<file path="config.mk">
export PLATFORM = sky130hd
export DESIGN_NAME = led_slot_scheduler
export DESIGN_NICKNAME = d
export VERILOG_FILES = /design/src/rtl/led_slot_scheduler.sv
export SDC_FILE = /design/constraint.sdc
export NUM_CORES = 1
export LEC_CHECK = 0
export ABC_AREA = 1
export CAP_MARGIN = 20
export CELL_PAD_IN_SITES_DETAIL_PLACEMENT = 1
export CELL_PAD_IN_SITES_GLOBAL_PLACEMENT = 1
export CORE_ASPECT_RATIO = 0.8
export CORE_MARGIN = 2
export CORE_UTILIZATION = 43
export CTS_BUF_LIST = sky130_fd_sc_hd__clkbuf_2 sky130_fd_sc_hd__clkbuf_4 sky130_fd_sc_hd__clkbuf_8
export CTS_CLUSTER_DIAMETER = 50
export DETAILED_ROUTE_END_ITERATION = 7
export PLACE_DENSITY = 0.95
export SYNTH_ARGS = -nofsm -noshare
export SYNTH_HDL_FRONTEND = slang
export SYNTH_SLANG_ARGS = --single-unit
</file>
<file path="constraint.sdc">
create_clock -name clk -period 2.7 [get_ports clk]
set_input_delay 0.675 -clock clk [delete_from_list [all_inputs] [get_ports clk]]
set_output_delay 0.675 -clock clk [all_outputs]
set_load 0.03 [all_outputs]
</file>
<file path="src/rtl/led_slot_scheduler.sv">
// Round-robin time-slot owner of the LED bank.
// Fixed-length slots separated by a blanking gap.
module led_slot_scheduler #(
  parameter int NREQ      = 4,
  parameter int BITS      = 5,
  parameter int LOG2DELAY = 22,
  parameter int GAP       = 2
) (
  input  logic                 clk,
  input  logic                 resetn,
  input  logic [NREQ-1:0]      req,
  input  logic [NREQ*BITS-1:0] pattern,
  output logic [NREQ-1:0]      grant,
  output logic [BITS-1:0]      leds,
  output logic                 slot_done
);

  localparam int LW = $clog2(NREQ);
  localparam int GW = (GAP > 1) ? $clog2(GAP) : 1;

  typedef enum logic [1:0] {
    IDLE,
    SHOW,
    BLANK
  } state_e;

  state_e                 state_q, state_d;
  logic [NREQ-1:0]        grant_q, grant_d;
  logic [BITS-1:0]        leds_q, leds_d;
  logic                   done_q, done_d;
  logic [LOG2DELAY-1:0]   timer_q, timer_d;
  logic [GW-1:0]          gap_q, gap_d;
  logic [LW-1:0]          last_q, last_d;

  logic                   win_vld;
  logic [LW-1:0]          win_idx;
  logic [NREQ-1:0]        win_oh;
  logic [BITS-1:0]        sel_pat;
  logic                   slot_end;
  logic                   gap_last;

  // Round-robin search starting just after the last owner
  always_comb begin
    win_vld = 1'b0;
    win_idx = '0;
    for (int k = 1; k <= NREQ; k++) begin
      int idx;
      idx = int'(last_q) + k;
      if (idx >= NREQ) idx = idx - NREQ;
      if (!win_vld && req[idx]) begin
        win_vld = 1'b1;
        win_idx = LW'(idx);
      end
    end
    win_oh = {{(NREQ-1){1'b0}}, 1'b1} << win_idx;
  end

  // Pattern slice of the current owner
  always_comb begin
    sel_pat = '0;
    for (int i = 0; i < NREQ; i++) begin
      if (last_q == LW'(i)) sel_pat = pattern[i*BITS +: BITS];
    end
  end

  assign slot_end = !req[last_q] ||
                    (timer_q == {LOG2DELAY{1'b1}});
  assign gap_last = (gap_q == GW'(GAP - 1));

  // Next-state and registered-output logic
  always_comb begin
    state_d = state_q;
    grant_d = grant_q;
    leds_d  = '0;
    done_d  = 1'b0;
    timer_d = timer_q;
    gap_d   = gap_q;
    last_d  = last_q;
    unique case (state_q)
      IDLE: begin
        grant_d = '0;
        if (win_vld) begin
          state_d = SHOW;
          grant_d = win_oh;
          last_d  = win_idx;
          timer_d = '0;
        end
      end
      SHOW: begin
        if (slot_end) begin
          state_d = BLANK;
          grant_d = '0;
          done_d  = 1'b1;
          gap_d   = '0;
          timer_d = '0;
        end else begin
          leds_d  = sel_pat;
          timer_d = timer_q + 1'b1;
        end
      end
      BLANK: begin
        grant_d = '0;
        if (gap_last) begin
          if (win_vld) begin
            state_d = SHOW;
            grant_d = win_oh;
            last_d  = win_idx;
            timer_d = '0;
          end else begin
            state_d = IDLE;
          end
        end else begin
          gap_d = gap_q + 1'b1;
        end
      end
      default: begin
        state_d = IDLE;
        grant_d = '0;
      end
    endcase
  end

  // State and output registers
  always_ff @(posedge clk or negedge resetn) begin
    if (!resetn) begin
      state_q <= IDLE;
      grant_q <= '0;
      leds_q  <= '0;
      done_q  <= 1'b0;
      timer_q <= '0;
      gap_q   <= '0;
      last_q  <= LW'(NREQ - 1);
    end else begin
      state_q <= state_d;
      grant_q <= grant_d;
      leds_q  <= leds_d;
      done_q  <= done_d;
      timer_q <= timer_d;
      gap_q   <= gap_d;
      last_q  <= last_d;
    end
  end

  assign grant     = grant_q;
  assign leds      = leds_q;
  assign slot_done = done_q;

endmodule

</file>
# Word-level counts from Yosys, hierarchy flattened
# Cells that the tools add are included.
# Widths: inputs -> output; s select.
# totals
ff_bits	37
latch_bits	0
mem_bits_rw	0
romBits	0
in_bits	26
output_inout_bits	10
wordCells	106
mem_count	0
# classes
add_sub_neg	10
mul	0
div	0
order_cmp	9
n_eq_ne	9
shifts	1
n_mux	53
bitwise	0
n_reduce_logical	17
# op_table
op	count
$lt 32x4->1 const B	4
$mux 32	4
$mux 22	3
$pmux 22 s3	1
$mux 5	6
$add 22x1->22 const B	1
$eq 22x22->1 const B	1
$mux 1	18
$mux 2	9
$mux 4	3
$pmux 4 s3	1
$sub 3x3->4 const B	3
$bmux 1 s2	5
$ge 3x3->1 const B	3
$add 2x2->3 const B	2
$eq 2x2->1 const B	3
$ne 2x2->1 const B	3
$pmux 2 s3	1
$reduce_and 2->1	3
$sub 4x3->5 const B	1
$add 2x3->4 const B	1
$eq 2x1->1 const B	2
$ge 4x3->1 const B	1
$logic_not 1->1	4
12 further kinds	16

# Depth between registers and ports, before layout
# logic_depth
ltp_word	20
mapped_depth	13
mapped_depth_nobuf	11

# Least setup slack after synthesis
# No wires, ideal clock.
# synth_timing
kind	register to register
start	reg last_q[0]
end	reg grant_q[1], in the netlist grant[1]
setup_time_ns	0.118
arrival_ns	1.627
required_time_ns	2.582
setup_slack_ns	0.956
stages_incl_launch_ff	12
path_buffers	1
synth_period_minus_slack_ns	1.744
path_cell_list	dfstp_2 buf_6 inv_4 ha_1 inv_1 nand3_1 nand2_1 nand3_1 nand3_1 nand2_1 nand3_1 nand2_1
# synth_via
elab_chain_len	20
elab_cells_between_ends	51
classes_between	add/sub: 8; order compare: 4; eq/ne: 1; shift: 1; mux: 29; reduce/logical: 8
# synth_lines
element	line	source
start, declared	33	logic [LW-1:0] last_q, last_d;
start signal, assigned	132	last_q <= LW'(NREQ - 1);
start signal, assigned	140	last_q <= last_d;
$add 2x1->3	48	idx = int'(last_q) + k;
$sub 3x3->4 / $ge 3x3->1 (equally long branches)	49	if (idx >= NREQ) idx = idx - NREQ;
$mux 32	49	
$bmux 1 s2	50	if (!win_vld && req[idx]) begin
$mux 1 (implied by the code) (2 in a row)	50	
$mux 1	50	
$logic_not 1->1	50	
$logic_and 1x1->1	50	
(+3 left out)	-	
$mux 1	50	
$logic_not 1->1	50	
$logic_and 1x1->1	50	
$mux 2	50	
$shl 1x2->4	55	win_oh = {{(NREQ-1){1'b0}}, 1'b1} << win_idx;
$mux 4	82, 104	
$mux 4	103	if (gap_last) begin
$pmux 4 s3	79	unique case (state_q)
end signal, assigned	135	grant_q <= grant_d;
end, declared	28	logic [NREQ-1:0] grant_q, grant_d;
# Several ways; a longest one is shown, not always the timed one. The select of a mux whose other input is x is not followed.
# A chain may end at the register's enable or synchronous reset.

# Final worst setup path
# layout_timing
start	in req[1]
end	reg timer_q[12]
# layout_via
elab_chain_len	16
elab_cells_between_ends	30
classes_between	mux: 22; reduce/logical: 8
# layout_lines
element	line	source
start, declared	11	input logic [NREQ-1:0] req,
$bmux 1 s2	50	
$mux 1 (implied by the code) (2 in a row)	50	
$mux 1	50	
$logic_not 1->1	50	
$logic_and 1x1->1	50	
$mux 1	50	
$logic_not 1->1	50	
$logic_and 1x1->1	50	
$mux 1	50	
$logic_not 1->1	50	
$logic_and 1x1->1	50	
$mux 1	50	
$mux 22 (2 in a row)	-	
$pmux 22 s3 *	79	
end signal, assigned	138	timer_q <= timer_d;
end, declared	31	logic [LOG2DELAY-1:0] timer_q, timer_d;
# Every way passes the cells marked *; elsewhere a longest branch is shown, timed or not. The select of a mux whose other input is x is not followed.

==> reports/qor.txt <==
Outcome: complete, no violations
DRT iter0 DRCs: 156
Routed Wire Length: 7.62 mm
Clock H-tree levels: 2
Routed via count divided by cell count: 5.42
Count of clock tree sinks: 37
Worst hold path class: reg2reg
Wire length of the first global-routing pass: 12.8 mm
Critical path start-end classification: in2reg
Power per standard cell area: 889 nW/µm²
Buffer type at the clock tree root: sky130_fd_sc_hd__clkbuf_8
Gr ovfl total: 0
Worst setup skew after layout: 0.00856 ns
Setup bufs post-CTS: 0
Overall fraction of global-route tracks in use: 26.2%
RSZ-0062 raised after global routing: no
Gate count after technology mapping: 344
Final setup violation count: 0
Worst min-delay path endpoint: state_q[1]
DRT antenna net count: 0
Post-Route M1 WL: 3.48 mm
Share of the cycle needed by the critical path after routing: 80.8%
Die span in x: 88.1 µm
Post-Synthesis Cell Area: 2430 µm²
Warning count from the yosys run: 0
Top Layer Used: met4
Number of clock buffers inserted by TritonCTS: 5
Die boundary height: 71.3 µm
Max-capacitance violation count: 0
Static leakage power: 1.32 nW
Resized cells post-CTS: 0
Vias post-DR: 2494
Most common cell after layout, fill and taps aside: sky130_fd_sc_hd__nand2_1
Worst Reg2Reg Path Length in Cells: 10
Data arrival at the endpoint of the critical path: 2.37 ns
Final Max Tran Viols: 0
Via count of the first global-routing pass: 2624
Clock slew at the register clock pins of the worst setup and hold paths: 0.08 ns
Final GP Congestion: 0.858
Final Hold Vio Count: 0
Clock tree from TritonCTS: yes
Post-synthesis async set-or-reset flop share: 100%
Maximum net fanout on the critical path: 16
Number of remaining DRC errors: 0
Worst IR Drop VDD: 0.000537 V
Cts hold-fix bufs: 0
Startpoint of the worst register-to-register path: last_q[0]
Initial standard-cell utilization of the core: 44.5%
Number of I/O port buffers: 35
Floorplan row count: 24
Commonest non-fill, non-tap cells in the layout: 100 x sky130_fd_sc_hd__nand2_1, 41 x sky130_fd_sc_hd__nor2_1, 36 x sky130_fd_sc_hd__nand3_1, 35 x sky130_fd_sc_hd__dfrtp_1, 34 x sky130_fd_sc_hd__clkdlybuf4s50_1
Seq/Total Area, Yosys: 38.2%
Relative max-transition margin: 43.5%
Core Area: 5470 µm²
Cell variety after synth: 31
Most instantiated flip-flop cell in the synthesis netlist: sky130_fd_sc_hd__dfrtp_1
HPWL after detailed placement: 5.61 mm
Worst Setup Start Kind: primary input
Endpoint of the most critical register-to-register path: grant[1]
Met2 layer wire length in the routed design: 3.72 mm
Pin count of the biggest net entering global routing: 38
Clock period minus worst slack: 2.18 ns
NumNets Final: 412
Origin of the worst min-delay path: gap_last
Number of nets produced by synthesis: 375
Total die area: 6280 µm²
Hold Slack: 0.468 ns
Worst path required time: 2.89 ns
Peak Freq: 458 MHz
Pre-antenna DRT Iters: 5
Sort of element at the end of the critical path: register
Fin Setup TNS: 0 ns
Hold path depth: 1
Number of enable-type register cells in the synthesized netlist: 0
Per-cell routed wire length: 16.6 µm
Reg2reg setup slack: 0.55 ns
Antenna violations before repair: 0
Clk Latency, worst-skew pair: 0.30 ns
Actual slew at the worst max-slew pin: 0.848 ns
Area overhead of the layout relative to synthesis: 20.1%
Mean area per synthesized cell: 7.07 µm²
Met3 routed WL: 356 µm
Number of diodes: 0
Maximum root-to-sink buffer count: 2
Ratio of cells with drive above 1 in the final layout: 8.90%
Io pins: 36
Post-synthesis register bit count: 37
Layout filler cell count: 724
[critical path: stages]
cell and delay (ns):
sky130_fd_sc_hd__clkdlybuf4s50_1 0.47, sky130_fd_sc_hd__inv_1 0.11, sky130_fd_sc_hd__nand2_1 0.07, sky130_fd_sc_hd__nand2_1 0.12, sky130_fd_sc_hd__nand2_1 0.07, sky130_fd_sc_hd__nand2_1 0.10, sky130_fd_sc_hd__nand3_1 0.09, sky130_fd_sc_hd__nand2_2 0.11
sky130_fd_sc_hd__nand2_4 0.15, sky130_fd_sc_hd__inv_2 0.22, sky130_fd_sc_hd__nand2_1 0.10, sky130_fd_sc_hd__o31ai_1 0.09
[sequential cells by signal, indices dropped and copies added, names as in the netlist]
name and flops:
gap_last 1, grant 4, last_q 2, leds 5, slot_done 1, state_q 2
timer_q 22
[how the worst max path moves through the flow]
stage	end	slack [ns]	cells after the start	from
floorplan	grant[1]	0.96	11	last_q[0]
global placement	timer_q[0]	0.40	12	req[0]
detailed placement	timer_q[0]	0.32	12	req[1]
CTS	timer_q[12]	0.54	10	req[3]
global route	timer_q[12]	0.38	12	req[1]
finish	timer_q[12]	0.52	12	req[1]
[metal layers]
layer  vias up  global-route usage [%]
met1      1233                    36.2
li1       1198                       -
met4         0                    4.71
met3         8                    4.49
met5         -                       0
met2        55                    43.9
[where the power goes]
part | total [mW] | switching [mW] | internal, mW
Clock | 0.407 | 0.225 | 0.181
Sequential | 0.768 | 0.0966 | 0.672
Combinational | 1.42 | 0.984 | 0.437
Total | 2.60 | 1.31 | 1.29
[synthesized netlist by cell type, types with 2 or more instances]
master,number,area share [%]
sky130_fd_sc_hd__nand2_2,6,1.5
sky130_fd_sc_hd__inv_1,32,4.9
sky130_fd_sc_hd__nor2_4,2,0.93
sky130_fd_sc_hd__nand4_1,18,4.6
sky130_fd_sc_hd__a21oi_1,14,2.9
sky130_fd_sc_hd__xor2_1,4,1.4
sky130_fd_sc_hd__nand2_1,100,15
sky130_fd_sc_hd__o21ai_1,8,1.6
sky130_fd_sc_hd__a22oi_1,2,0.62
sky130_fd_sc_hd__a21oi_2,3,1.1
sky130_fd_sc_hd__xnor2_1,3,1.1
sky130_fd_sc_hd__nand3_1,36,7.4
sky130_fd_sc_hd__dfstp_2,2,2.2
sky130_fd_sc_hd__nor2_1,41,6.3
sky130_fd_sc_hd__nor2_2,3,0.77
sky130_fd_sc_hd__nand2_4,2,0.93
sky130_fd_sc_hd__a211oi_1,3,0.93
sky130_fd_sc_hd__dfrtp_1,35,36
sky130_fd_sc_hd__nor3_1,3,0.62
sky130_fd_sc_hd__ha_1,5,2.6
sky130_fd_sc_hd__o31ai_1,2,0.62
sky130_fd_sc_hd__o21ai_0,6,1.2
sky130_fd_sc_hd__buf_6,4,1.9
sky130_fd_sc_hd__inv_2,3,0.46
[cell type report]
| class | instances | area (µm²) | share of cell area (%) |
|---|---|---|---|
| clock buffer | 5 | 68.8 | 2.36 |
| clock inverter | 3 | 22.5 | 0.771 |
| inverter | 36 | 138 | 4.71 |
| multi-input combinational | 264 | 1310 | 44.7 |
| sequential | 37 | 928 | 31.8 |
| tap | 78 | 97.6 | 3.34 |
| timing repair buffer | 37 | 360 | 12.3 |
[metrics by stage]
stage / worst slack [ns] / power [mW] / std cells / cell area (µm²) / util [%]
floorplan: 0.956 / 1.77 / 344 / 2430 / -
global placement: 0.404 / 2.09 / 452 / 2830 / 51.8
detailed placement: 0.319 / 2.17 / 452 / 2830 / 51.8
CTS: 0.536 / 2.59 / 460 / 2920 / 53.4
global route: 0.379 / 2.77 / 460 / 2920 / 53.4
finish: 0.517 / 2.60 / 460 / 2920 / 53.4
[kinds of logic (layout without fill, tap and decap cells)]
logic type                 count (synthesis)  after routing  share of synthesized area, %
xor gates and xnor gates                   7              7                          2.52
and+or+nand+nor                          212            212                          39.0
AOI/OAI and AO/OA                         40             40                          9.57
adders and majority gates                  5              5                          2.57
buffers and inverters                     43             81                          8.13
DFF                                       37             37                          38.2
Power figures use the tool's default switching activity.
